### src/rtl/cdc_sector_tx_if.sv
// Byte-path bundle: sector source read port plus CDC byte write port.
interface cdc_sector_tx_if;
    logic        src_rd;
    logic [11:0] src_addr;
    logic        src_ack;
    logic [7:0]  src_dat;
    logic        tx_we;
    logic        tx_we_sync;
    logic        tx_ce;
    logic [11:0] tx_addr;
    logic [7:0]  tx_dato;

    // Transmitter side: issues reads, drives the CDC byte signals.
    modport master (
        output src_rd, src_addr, tx_we, tx_we_sync, tx_ce, tx_addr, tx_dato,
        input  src_ack, src_dat
    );

    // Environment side: source memory answers reads, CDC consumes bytes.
    modport slave (
        input  src_rd, src_addr, tx_we, tx_we_sync, tx_ce, tx_addr, tx_dato,
        output src_ack, src_dat
    );
endinterface

### src/rtl/cdc_sector_tx.sv
// Sector transmitter: streams SECTOR_LEN bytes from the source memory to the
// CDC byte interface, one byte per dclk, with a one-byte prefetch buffer.
module cdc_sector_tx #(
    parameter int unsigned CLK_DIV    = 283,
    parameter int unsigned SECTOR_LEN = 2352
) (
    input  logic            clk_asic,
    input  logic            rst_n,
    input  logic            sec_start,
    input  logic            sec_audio,
    output logic            dclk,
    output logic            busy,
    output logic            done,
    output logic            underrun,
    cdc_sector_tx_if.master bus
);
    localparam logic [11:0] DIV_TOP  = 12'(CLK_DIV - 1);
    localparam logic [11:0] LEN      = 12'(SECTOR_LEN);
    localparam logic [11:0] LAST_IDX = 12'(SECTOR_LEN - 1);

    typedef enum logic [1:0] {IDLE, RUN, LAST, GAP} state_t;

    state_t      state_q;
    logic [11:0] div_q;
    logic        busy_q, done_q, underrun_q;
    logic        we_q, we_sync_q, ce_q;
    logic [11:0] tx_addr_q;
    logic [7:0]  tx_dato_q;
    logic        pend_q, pend_audio_q;

    logic [7:0]  hold_q, hold_d;
    logic        vld_q, vld_d;
    logic        rd_q, rd_d;
    logic        disc_q, disc_d;
    logic [11:0] src_addr_q, src_addr_d;
    logic [11:0] fptr_q, fptr_d;

    logic        tick, send, ack_ok, avail, start_now, start_audio;
    logic [7:0]  send_dat;

    // Event decode: byte tick, send opportunity, data availability, sector start.
    always_comb begin
        tick        = (div_q == DIV_TOP);
        send        = tick && (state_q == RUN);
        ack_ok      = rd_q && bus.src_ack && !disc_q;
        avail       = vld_q || ack_ok;
        send_dat    = vld_q ? hold_q : (ack_ok ? bus.src_dat : 8'h00);
        start_now   = ((state_q == IDLE) && sec_start) ||
                      ((state_q == GAP) && (pend_q || sec_start));
        start_audio = pend_q ? pend_audio_q : sec_audio;
    end

    // Prefetch engine. fptr always names the next address not yet requested;
    // on a missed byte the stale read is flagged for discard, or if none was
    // outstanding the pointer skips the missed address, so addresses never slip.
    always_comb begin
        vld_d      = vld_q;
        hold_d     = hold_q;
        rd_d       = rd_q;
        disc_d     = disc_q;
        src_addr_d = src_addr_q;
        fptr_d     = fptr_q;
        if (rd_q && bus.src_ack) begin
            rd_d   = 1'b0;
            disc_d = 1'b0;
            if (!disc_q && (state_q == RUN)) begin
                vld_d  = 1'b1;
                hold_d = bus.src_dat;
            end
        end
        if (start_now) begin
            vld_d  = 1'b0;
            fptr_d = '0;
            disc_d = rd_q && !bus.src_ack;
        end else if (send) begin
            vld_d = 1'b0;
            if (!avail) begin
                if (rd_q && !bus.src_ack && !disc_q) begin
                    disc_d = 1'b1;
                end else if (fptr_q < LEN) begin
                    fptr_d = fptr_q + 12'd1;
                end
            end
        end
        if ((start_now || (state_q == RUN)) && !rd_d && !vld_d && (fptr_d < LEN)) begin
            rd_d       = 1'b1;
            src_addr_d = fptr_d;
            fptr_d     = fptr_d + 12'd1;
        end
    end

    // Free-running byte-clock divider.
    always_ff @(posedge clk_asic or negedge rst_n) begin
        if (!rst_n) begin
            div_q <= '0;
        end else if (div_q == DIV_TOP) begin
            div_q <= '0;
        end else begin
            div_q <= div_q + 12'd1;
        end
    end

    // Prefetch register state.
    always_ff @(posedge clk_asic or negedge rst_n) begin
        if (!rst_n) begin
            hold_q     <= '0;
            vld_q      <= 1'b0;
            rd_q       <= 1'b0;
            disc_q     <= 1'b0;
            src_addr_q <= '0;
            fptr_q     <= '0;
        end else begin
            hold_q     <= hold_d;
            vld_q      <= vld_d;
            rd_q       <= rd_d;
            disc_q     <= disc_d;
            src_addr_q <= src_addr_d;
            fptr_q     <= fptr_d;
        end
    end

    // Sector FSM with registered CDC-side outputs and one-deep request pending.
    always_ff @(posedge clk_asic or negedge rst_n) begin
        if (!rst_n) begin
            state_q      <= IDLE;
            busy_q       <= 1'b0;
            done_q       <= 1'b0;
            underrun_q   <= 1'b0;
            we_q         <= 1'b0;
            we_sync_q    <= 1'b0;
            ce_q         <= 1'b0;
            tx_addr_q    <= '0;
            tx_dato_q    <= '0;
            pend_q       <= 1'b0;
            pend_audio_q <= 1'b0;
        end else begin
            we_sync_q <= 1'b0;
            done_q    <= 1'b0;
            if (sec_start && ((state_q == RUN) || (state_q == LAST)) && !pend_q) begin
                pend_q       <= 1'b1;
                pend_audio_q <= sec_audio;
            end
            if (start_now) begin
                state_q    <= RUN;
                we_q       <= 1'b1;
                busy_q     <= 1'b1;
                ce_q       <= !start_audio;
                underrun_q <= 1'b0;
                tx_addr_q  <= '0;
                pend_q     <= 1'b0;
            end else begin
                case (state_q)
                    RUN: begin
                        if (send) begin
                            we_sync_q <= 1'b1;
                            tx_dato_q <= send_dat;
                            if (!avail) begin
                                underrun_q <= 1'b1;
                            end
                        end
                        if (we_sync_q) begin
                            if (tx_addr_q == LAST_IDX) begin
                                state_q <= LAST;
                            end else begin
                                tx_addr_q <= tx_addr_q + 12'd1;
                            end
                        end
                    end
                    LAST: begin
                        we_q    <= 1'b0;
                        busy_q  <= 1'b0;
                        done_q  <= 1'b1;
                        state_q <= GAP;
                    end
                    GAP:     state_q <= IDLE;
                    default: state_q <= state_q;
                endcase
            end
        end
    end

    assign dclk           = tick;
    assign busy           = busy_q;
    assign done           = done_q;
    assign underrun       = underrun_q;
    assign bus.src_rd     = rd_q;
    assign bus.src_addr   = src_addr_q;
    assign bus.tx_we      = we_q;
    assign bus.tx_we_sync = we_sync_q;
    assign bus.tx_ce      = ce_q;
    assign bus.tx_addr    = tx_addr_q;
    assign bus.tx_dato    = tx_dato_q;
endmodule
### src/flat_wrapper.sv
// flat-port wrapper written by rule: the top's interface ports become plain ports
module cdc_sector_tx_flat 
#(
    parameter int unsigned CLK_DIV    = 283,
    parameter int unsigned SECTOR_LEN = 2352
)
  (clk_asic, rst_n, sec_start, sec_audio, dclk, busy, done, underrun, bus_src_rd, bus_src_addr, bus_tx_we, bus_tx_we_sync, bus_tx_ce, bus_tx_addr, bus_tx_dato, bus_src_ack, bus_src_dat);
  cdc_sector_tx_if bus_i ();
  input  logic clk_asic;
  input  logic rst_n;
  input  logic sec_start;
  input  logic sec_audio;
  output logic dclk;
  output logic busy;
  output logic done;
  output logic underrun;
  output wire logic [$bits(bus_i.src_rd)-1:0] bus_src_rd;
  output wire logic [$bits(bus_i.src_addr)-1:0] bus_src_addr;
  output wire logic [$bits(bus_i.tx_we)-1:0] bus_tx_we;
  output wire logic [$bits(bus_i.tx_we_sync)-1:0] bus_tx_we_sync;
  output wire logic [$bits(bus_i.tx_ce)-1:0] bus_tx_ce;
  output wire logic [$bits(bus_i.tx_addr)-1:0] bus_tx_addr;
  output wire logic [$bits(bus_i.tx_dato)-1:0] bus_tx_dato;
  input wire logic [$bits(bus_i.src_ack)-1:0] bus_src_ack;
  input wire logic [$bits(bus_i.src_dat)-1:0] bus_src_dat;
  assign bus_src_rd = bus_i.src_rd;
  assign bus_src_addr = bus_i.src_addr;
  assign bus_tx_we = bus_i.tx_we;
  assign bus_tx_we_sync = bus_i.tx_we_sync;
  assign bus_tx_ce = bus_i.tx_ce;
  assign bus_tx_addr = bus_i.tx_addr;
  assign bus_tx_dato = bus_i.tx_dato;
  assign bus_i.src_ack = bus_src_ack;
  assign bus_i.src_dat = bus_src_dat;
  cdc_sector_tx #(.CLK_DIV(CLK_DIV), .SECTOR_LEN(SECTOR_LEN)) u_core (.clk_asic(clk_asic), .rst_n(rst_n), .sec_start(sec_start), .sec_audio(sec_audio), .dclk(dclk), .busy(busy), .done(done), .underrun(underrun), .bus(bus_i));
endmodule
### config.mk
export PLATFORM = sky130hd
export DESIGN_NAME = cdc_sector_tx_flat
export DESIGN_NICKNAME = d
export VERILOG_FILES = /design/src/rtl/cdc_sector_tx_if.sv /design/src/rtl/cdc_sector_tx.sv /design/src/flat_wrapper.sv
export SDC_FILE = /design/constraint.sdc
export NUM_CORES = 1
export LEC_CHECK = 0
export CAP_MARGIN = 20
export CORE_UTILIZATION = 55
export CTS_CLUSTER_DIAMETER = 60
export CTS_CLUSTER_SIZE = 30
export DETAILED_ROUTE_END_ITERATION = 16
export MAX_ROUTING_LAYER = met4
export PLACE_DENSITY = 0.79
export SLEW_MARGIN = 20
export SYNTH_ARGS = -nofsm -noshare
export SYNTH_HDL_FRONTEND = slang
export SYNTH_SLANG_ARGS = --single-unit
export TNS_END_PERCENT = 10
### constraint.sdc
create_clock -name clk_asic -period 4.23 [get_ports clk_asic]
set_clock_uncertainty 0.15 [all_clocks]
set_input_delay 0.846 -clock clk_asic [delete_from_list [all_inputs] [get_ports clk_asic]]
set_output_delay 0.846 -clock clk_asic [all_outputs]
set_load 0.01 [all_outputs]
== Word level (Yosys, flattened, before mapping) ==
Cells that the tools add are included.

* Register bits: 76
* Input bits: 13
* Output and inout port bits: 40
* Word-level logic and storage cells: 111

* Add/subtract/negate cells: 4
* Magnitude comparators: 2
* Eq/ne operators: 9
* Muxes and demuxes: 42
* Bitwise gates (word level): 1
* Reduce and logical (&&, ||, !) cells: 36

{| class="wikitable"
|+ Operator list
! cell !! count
|-
| 12-bit 2-to-1 mux || 11
|-
| 12-bit by 1-bit adder with 12-bit output, second input constant || 4
|-
| 1-bit 2-to-1 mux || 25
|-
| 12-bit < comparator, second input constant || 2
|-
| 8-bit 2-to-1 mux || 2
|-
| 1-bit logical AND || 13
|-
| 12-bit == test, second input constant || 1
|-
| 12-bit by 9-bit == test with 1-bit output, second input constant || 1
|-
| 3-bit AND reduction || 4
|-
| 2-bit nonzero test || 5
|-
| 1-bit zero test || 6
|-
| 2-bit 2-to-1 mux || 3
|-
| 2-bit case mux with 3 select lines || 1
|-
| 1-bit logical OR || 5
|-
| 2-bit == test, second input constant || 2
|-
| 4-bit nonzero test || 1
|-
| 3-bit by 1-bit != test with 1-bit output, second input constant || 1
|-
| 3-bit by 2-bit != test with 1-bit output, second input constant || 1
|-
| 2-bit by 1-bit == test with 1-bit output, second input constant || 1
|-
| 2-bit zero test || 1
|-
| 2-bit by 1-bit != test with 1-bit output, second input constant || 1
|-
| 2-bit != test, second input constant || 1
|-
| 2-bit AND reduction || 1
|-
| 1-bit NOT || 1
|}

== Logic depth before layout (Yosys ltp) ==
Gate-level depths: netlist of the first run.

* Depth in word-level cells: 10
* Mapped depth: 13
* Depth with buffers taken out: 11

== Worst setup path after synthesis of the first run ==
No wires, ideal clock.

* Kind: reg2reg
* Start point: register u_core.state_q[1]
* End point: register u_core.src_addr_q[10] (netlist: u_core.bus.src_addr[10])
* Setup time: 125 ps
* Data arrival time: 3223 ps
* Data required time: 3955 ps
* Setup slack: 732 ps
* Cell stages (with the launch flop): 14
* Buffers on the path: 3
* Period minus slack after synthesis: 3498 ps
* Cells stage by stage: dfrtp_1 inv_1 ha_1 buf_4 nand2_1 or4b_1 nor4_2 xnor2_1 nand4b_1 a311o_1 and2_1 buf_6 buf_6 mux2_4

* Longest elaborated chain between the ends: 9
* Elaborated cells on any way between the ends: 20
* Those cells by class: order compare (1); eq/ne (2); mux (6); reduce/logical (11)

{| class="wikitable"
|+ Ends and longest elaborated chain
! item !! line !! RTL
|-
| from (decl) || cdc_sector_tx.sv:23 || <nowiki>state_t state_q;</nowiki>
|-
| from (signal assigned) || cdc_sector_tx.sv:176 || <nowiki>default: state_q <= state_q;</nowiki>
|-
| branches (longest 9 deep; another with 12-bit < comparator) || n/a ||
|-
| to (signal assigned) || cdc_sector_tx.sv:117 || <nowiki>src_addr_q <= src_addr_d;</nowiki>
|-
| to (decl) || cdc_sector_tx.sv:35 || <nowiki>logic [11:0] src_addr_q, src_addr_d;</nowiki>
|}

Several ways; the timed one is not identified.
A chain may end at the register's enable or synchronous reset.

== Worst setup path after layout of the first run ==
* Start point: register u_core.state_q[1]
* End point: register u_core.src_addr_q[5] (netlist: u_core.bus.src_addr[5])

The elaborated chain is that of the path after synthesis.

==> summary.txt, run 1 <==
Run status
  – Status: complete, no violations

Final layout
  – Share of cells above drive strength 1: 0.102
  – Layout Cells excl Fill: 556
  – Layout area overhead: 19.3%
  – Fin nets: 478
  – # diodes: 0
  – # fillers: 573

Place
  – DP HPWL: 6.20 mm
  – I/O Buffers: 52
  – Final GP Congestion: 0.905
  – Place WS: 589 ps
  – Placed instance count: 540

Floorplan
  – FP Rows: 30
  – Die Wd: 88.0 µm
  – CORE AREA: 0.00698 mm²
  – Die height: 88.0 µm
  – Initial core utilization: 0.582
  – Die area: 0.00774 mm²
  – Ports: 53

Worst setup path
  – WP data required: 4300 ps
  – CP delay by family, top: simple AND/OR/NAND/NOR gates
  – CP Max Fanout: 9
  – Crit-path slowest cell: or4b_1
  – Crit Path Class: register to register
  – Crit path cell chain: inv_1 > ha_1 > nand2_1 > or4b_1 > nor4_2 > xnor2_1 > nand4b_1 > a311o_1 > and2_1 > buf_4 > mux2_1
  – Max incr delay on CP: 600 ps
  – Type of origin of the critical path: register
  – CP bufs+invs: 2
  – Setup crit end kind: register
  – Crit path DAT: 3790 ps

Detailed routing
  – Iter 0 DRT Violations: 254
  – Post-route DRC: 0
  – Routed wire length: 8.64 mm
  – DR WL/cell: 15.5 µm
  – Post-route ant nets: 0
  – Via/cell ratio: 5.76
  – Via count: 3201
  – Drt pass-1 iters: 5

Synth
  – Synth Cell Area: 0.00407 mm²
  – Yosys warns: 0
  – Yosys top cell by area: dfrtp_1
  – Mapped Cells: 401
  – Distinct cell type count after synthesis: 58
  – Syn_nets: 424
  – Post-synth EDFFs: 0
  – #FFs+latches synth: 76
  – Avg Inst Size Synth: 10.1 µm²
  – Sequential area share after synthesis: 0.468
  – Ys flop type: dfrtp_1
  – Post-synth ARST share: 1.00
  – Most area-consuming cells after synthesis: dfrtp_1 (47%), nor2_1 (4.2%), xor2_1 (4.1%)
  – Post-synth top area share: 0.468

STA
  – Max frequency: 0.269 GHz
  – Setup Viol. Count Final: 0
  – Worst setup margin: 514 ps
  – Final hold violations: 0
  – Minimum clock period: 3720 ps
  – Final max-slew violation count: 0
  – Total Neg Setup Slack: 0 ps
  – Worst-margin pin slew: 929 ps
  – Slew HR: 0.381
  – Unrepaired setup endpoints after global routing: no
  – Fin crit share: 0.878

Clock tree
  – Reg clk slew, reported paths: 70 ps
  – Clk sinks: 76
  – CTS tree: done
  – Setup Fix Bufs, Post-CTS: 0
  – Worst-Skew Late Latency: 350 ps
  – Resize count post-CTS: 0
  – CTS H-tree depth: 3
  – Cts hold-fix bufs: 0
  – Clk root buf: clkbuf_8
  – CTS buffer count: 9
  – Deepest clock path buffer count: 2

Global route
  – Initial antenna violation count: 0
  – Overall global routing resource usage: 0.264
  – GRT overflow: 0
  – Vias in the first global route: 3222
  – First-pass GRT wire length: 15.1 mm
  – Pin count of the biggest net entering global routing: 77

Power and ir drop
  – Max VDD drop: 227 µV
  – Pwr dens: 268 mW/mm²
  – Power Total: 1300 µW
  – Leak Pwr: 0.00212 µW

Run
  – Max Cap Viol: 0

Min path
  – HP Class: register to register
[layer usage]
layer | GRT usage | vias up | wire, µm
li1 | - | 1527 | -
met1 | 0.322 | 1552 | 3730
met2 | 0.421 | 105 | 4220
met3 | 0.0754 | 17 | 532
met4 | 0.0849 | 0 | 153
met5 | - | - | 0
[worst register-to-register path: cells and delay by family (launching register included)]
family / cells / cell delay (ps)
mux: 1 / 330
buf+inv: 2 / 280
flops: 1 / 440
simple gates: 5 / 1500
compound gates: 1 / 470
fa+ha+maj: 1 / 210
xor+xnor: 1 / 220
[state kept, by name (all words and copies together), names as in the netlist]
register and cells:
u_core.bus.src_addr 12, u_core.bus.src_rd 1, u_core.bus.tx_addr 12, u_core.bus.tx_ce 1
u_core.bus.tx_dato 8, u_core.bus.tx_we_sync 1, u_core.busy 1, u_core.disc_q 1
u_core.div_q 12, u_core.done 1, u_core.fptr_q 12, u_core.hold_q 8
u_core.pend_audio_q 1, u_core.pend_q 1, u_core.state_q 2, u_core.underrun 1
u_core.vld_q 1
[Yosys cell counts (all sizes together), types with 2 or more instances]
cell type / count
xor2: 19
nand4b: 2
a21oi: 12
nor3: 10
and4: 3
or4b: 2
buf: 8
mux2i: 6
nor2b: 5
nor2: 45
a22oi: 8
or3: 2
nor4b: 2
a21o: 3
mux2: 20
nand3: 20
nand2: 31
nand4: 13
ha: 10
o21ai: 18
a2111oi: 4
and2: 3
dfrtp: 76
nor4: 5
o21a: 2
o31ai: 2
clkbuf: 8
xnor2: 18
and3: 12
or2: 2
nand3b: 2
inv: 14
[cells by family after synthesis]
group	share of synthesized area
flip-flops	0.468
AO/OA/AOI/OAI	0.0939
XOR/XNOR	0.0797
multiplexers	0.0739
buffers and inverters	0.0348
AND/OR/NAND/NOR	0.219
adder cells (fa/ha/maj)	0.0308
[final timing paths]
| path | end | slack, ps | start | cells after the start |
|---|---|---|---|---|
| max | u_core.bus.src_addr[5]$_DFFE_PN0P_ | 510 | u_core.state_q[1]$_DFFE_PN0P_ | 11 |
| min | u_core.bus.tx_ce$_DFFE_PN0N_ | 330 | u_core.bus.tx_ce$_DFFE_PN0N_ | 2 |
| max reg2reg | u_core.bus.src_addr[5]$_DFFE_PN0P_ | 510 | u_core.state_q[1]$_DFFE_PN0P_ | 11 |
| min reg2reg | u_core.bus.tx_ce$_DFFE_PN0N_ | 330 | u_core.bus.tx_ce$_DFFE_PN0N_ | 2 |
| max in group asynchronous | u_core.fptr_q[2]$_DFF_PN0_ | 2850 | rst_n | 1 |
| min in group asynchronous | u_core.bus.tx_dato[0]$_DFFE_PN0P_ | 490 | rst_n | 1 |
[layout by cell type, fill, tap and decap left out, types with 9 or more instances in the layout]
cell / count
a21oi_1: 12
and3_1: 12
clkbuf_8: 9
clkdlybuf4s50_1: 51
dfrtp_1: 76
ha_1: 10
inv_1: 14
mux2_2: 12
nand2_1: 31
nand3_1: 20
nand4_1: 12
nor2_1: 45
nor3_1: 9
o21ai_0: 16
xnor2_1: 18
xor2_1: 19
[where the power goes]
| group | leakage, µW | switching [µW] | internal (µW) |
|---|---|---|---|
| combinational | 0.00111 | 20.8 | 18.8 |
| sequential | 0.000920 | 3.65 | 733 |
| clock | 0.0000931 | 255 | 270 |
[metrics by stage]
| stage | area [µm²] | utilization | hold WS (ps) |
|---|---|---|---|
| floorplan | 4070 | - | 296 |
| global placement | 4670 | 0.668 | 311 |
| detailed placement | 4670 | 0.668 | 320 |
| CTS | 4850 | 0.695 | 338 |
| global route | 4850 | 0.695 | 344 |
| finish | 4850 | 0.695 | 327 |
[final cells by class]
type	count	area [µm²]	share of cell area
clock buffers	11	131	0.0271
inverters	14	52.6	0.0108
flip-flops and latches	76	1900	0.392
clock inverters	5	52.6	0.0108
well taps	96	120	0.0248
repair buffers	59	571	0.118
multi-input cells	295	2020	0.417
Power figures use the tool's default switching activity.
==> inputs of run 2 (changes only) <==
- PLACE_DENSITY: 0.79 -> default
- PLACE_DENSITY_LB_ADDON: default -> 0.1
- clock period: 4.23 -> 3.5 ns (I/O delays scaled with it)
==> run 2 against run 1 <==
Compared with the run above:
- critical path depth did not move
- core utilization grew 1.9 points
- first-iteration DRC count down 25%
- clock-buffer cell count decreased by 1
- clock power grew 33%
- largest cell class unchanged
- global-route usage is 1.1 points lower
- design area up 2.8%
- worst hold slack lost 7.2 ps
- total power is 26% higher
- non-clock buffer count increased by 13
- sequential power grew 21%
==> summary.txt, run 2 (synthesized netlist as in run 1, its figures left out) <==
Power and ir drop
  – Sequential power share: 0.545 (was 0.566)
  – Logic pwr share: 0.029 (was 0.030)
  – Clock network power share: 0.426 (was 0.403)
  – Power Total: 1630 µW (was 1300 µW)
  – Max VDD drop: 210 µV (was 227 µV)
  – Cell-internal power: 1260 µW (was 1020 µW)
  – Leak Pwr: 0.00219 µW (was 0.00212 µW)
  – Pwr dens: 328 mW/mm² (was 268 mW/mm²)
  – P_sw: 370 µW (was 279 µW)
  – Sw frac: 0.227 (was 0.215)

STA
  – Max frequency: 0.303 GHz (was 0.269 GHz)
  – Minimum clock period: 3300 ps (was 3720 ps)
  – Final max-slew violation count: 0 (unchanged)
  – Worst-margin pin slew: 922 ps (was 929 ps)
  – Setup Viol. Count Final: 0 (unchanged)
  – Fin crit share: 0.942 (was 0.878)
  – Slew HR: 0.386 (was 0.381)
  – Final hold violations: 0 (unchanged)

Worst setup path
  – Crit-path slowest cell: or4b_4 (was or4b_1)
  – CP Max Fanout: 8 (was 9)
  – Crit path DAT: 3380 ps (was 3790 ps)
  – Setup crit end kind: register (unchanged)
  – Max incr delay on CP: 570 ps (was 600 ps)
  – Type of origin of the critical path: register (unchanged)
  – WP data required: 3580 ps (was 4300 ps)
  – Crit path cell chain: inv_1 > ha_1 > nand2_1 > or4b_4 > nor4_4 > xnor2_1 > nand4b_1 > a311o_1 > and2_1 > buf_4 > mux2_1 (was inv_1 > ha_1 > nand2_1 > or4b_1 > nor4_2 > xnor2_1 > nand4b_1 > a311o_1 > and2_1 > buf_4 > mux2_1)
  – Crit Path Class: register to register (unchanged)

Place
  – I/O Buffers: 52 (unchanged)
  – Final GP Congestion: 0.888 (was 0.905)
  – DP HPWL: 6.12 mm (was 6.20 mm)

Detailed routing
  – DR WL/cell: 14.9 µm (was 15.5 µm)
  – Via/cell ratio: 5.60 (was 5.76)
  – Post-route DRC: 0 (unchanged)
  – Routed wire length: 8.48 mm (was 8.64 mm)
  – Post-route ant nets: 0 (unchanged)
  – Drt pass-1 iters: 6 (was 5)
  – Iter 0 DRT Violations: 191 (was 254)
  – Via count: 3187 (was 3201)

Final layout
  – Share of cells above drive strength 1: 0.133 (was 0.102)
  – # diodes: 0 (unchanged)
  – Layout area overhead: 22.7% (was 19.3%)
  – Most common cell after layout, fill and taps aside: dfrtp_1 (unchanged)
  – Most frequent cells in the layout: dfrtp_1 (76), clkdlybuf4s50_1 (51), nor2_1 (45), nand2_1 (31), buf_4 (21) (was dfrtp_1 (76), clkdlybuf4s50_1 (51), nor2_1 (45), nand2_1 (31), nand3_1 (20))
  – # fillers: 541 (was 573)
  – Finished Core Util: 0.714 (was 0.695)
  – Fin nets: 491 (was 478)

Clock tree
  – Clk sinks: 76 (unchanged)
  – Cts hold-fix bufs: 0 (unchanged)
  – Worst-Skew Late Latency: 350 ps (about the same)
  – Deepest clock path buffer count: 2 (unchanged)
  – Clk root buf: clkbuf_8 (unchanged)
  – CTS tree: done (unchanged)
  – Reg clk slew, reported paths: 90 ps (was 70 ps)
  – CTS H-tree depth: 3 (unchanged)
  – CTS buffer count: 9 (unchanged)

Run status
  – Status: complete, no violations (unchanged)

Floorplan
  – Ports: 53 (unchanged)
  – Die Wd: 88.0 µm (unchanged)
  – Initial core utilization: 0.582 (unchanged)
  – Die area: 0.00774 mm² (unchanged)
  – Die height: 88.0 µm (unchanged)
  – FP Rows: 30 (unchanged)
  – CORE AREA: 0.00698 mm² (unchanged)

Global route
  – First-pass GRT wire length: 14.7 mm (was 15.1 mm)
  – Initial antenna violation count: 0 (unchanged)
  – GRT overflow: 0 (unchanged)
  – Pin count of the biggest net entering global routing: 77 (unchanged)
  – Overall global routing resource usage: 0.252 (was 0.264)
  – Vias in the first global route: 3142 (was 3222)

Run
  – Max Cap Viol: 0 (unchanged)

Min path
  – HP Class: primary input to asynchronous set/reset pin (was register to register)
-- run 2: cell types whose count changed in the layout (fill, tap and decap cells not counted), moves of 2 or more --
cell	delta
inv_6	+2
clkbuf_1	-2
buf_4	+13
clkinv_2	-3
-- run 2: cell type report --
class / count / area [µm²] / share of cell area
clock buffers: 10 / 138 / 0.0276
clock inverters: 6 / 71.3 / 0.0143
inverters: 14 / 52.6 / 0.0105
multi-input cells: 295 / 2030 / 0.408
flip-flops and latches: 76 / 1900 / 0.381
well taps: 96 / 120 / 0.0241
repair buffers: 72 / 668 / 0.134
-- run 2: through the flow --
| step | setup WS [ps] | TNS, ps | instance area [µm²] | hold WS (ps) | cells |
|---|---|---|---|---|---|
| finish | 205 | 0 | 4990 | 320 | 569 |
| global route | -14.3 | -39.6 | 4990 | 359 | 569 |
| CTS | 16.1 | 0 | 4970 | 336 | 568 |
| detailed placement | 18.7 | 0 | 4760 | 320 | 552 |
| global placement | 165 | 0 | 4760 | 310 | 552 |
| floorplan | 1.72 | 0 | 4070 | 254 | 401 |
-- run 2: power by group through the flow --
stage          Sequential [µW]  Combinational [µW]  Clock (µW)
5_1_grt                    891                54.3         748
2_1_floorplan              907                14.7           0
3_5_place_dp               908                49.1           0
3_3_place_gp               907                47.8           0
4_1_cts                    890                49.2         715
6_report                   890                47.3         696
-- run 2: worst paths after layout --
kind	slack (ps)	from	depth (start not counted)	to
worst min-delay path	320	rst_n	1	u_core.bus.tx_dato[6]$_DFFE_PN0P_
max in group asynchronous	2280	rst_n	1	u_core.fptr_q[3]$_DFF_PN0_
worst min register to register	330	u_core.bus.tx_dato[6]$_DFFE_PN0P_	2	u_core.bus.tx_dato[6]$_DFFE_PN0P_
worst max register to register	200	u_core.div_q[0]$_DFF_PN0_	11	u_core.bus.src_addr[0]$_DFFE_PN0P_
worst max-delay path	200	u_core.div_q[0]$_DFF_PN0_	11	u_core.bus.src_addr[0]$_DFFE_PN0P_
min in group clk_asic	330	u_core.bus.tx_dato[6]$_DFFE_PN0P_	2	u_core.bus.tx_dato[6]$_DFFE_PN0P_
-- run 2: critical path: cells and delay by family (launching register included) --
kind | cells | cell delay, ps
compound gates | 1 | 330
xor+xnor | 1 | 200
fa+ha+maj | 1 | 210
buf+inv | 2 | 250
flops | 1 | 430
mux | 1 | 320
simple gates | 5 | 1290
-- run 2: repair_timing --
| item | 4_1_cts | 5_1_grt |
|---|---|---|
| gates resized for setup | 1 | 1 |
| setup buffers | 0 | 1 |
| setup endpoints to repair | 1 | 16 |
| pin swaps | 0 | 1 |
-- run 2: layer usage --
layer	GRT usage	share of wire
met1	0.322	0.47
met2	0.398	0.48
met3	0.0377	0.035
met4	0.110	0.017
met5	-	0
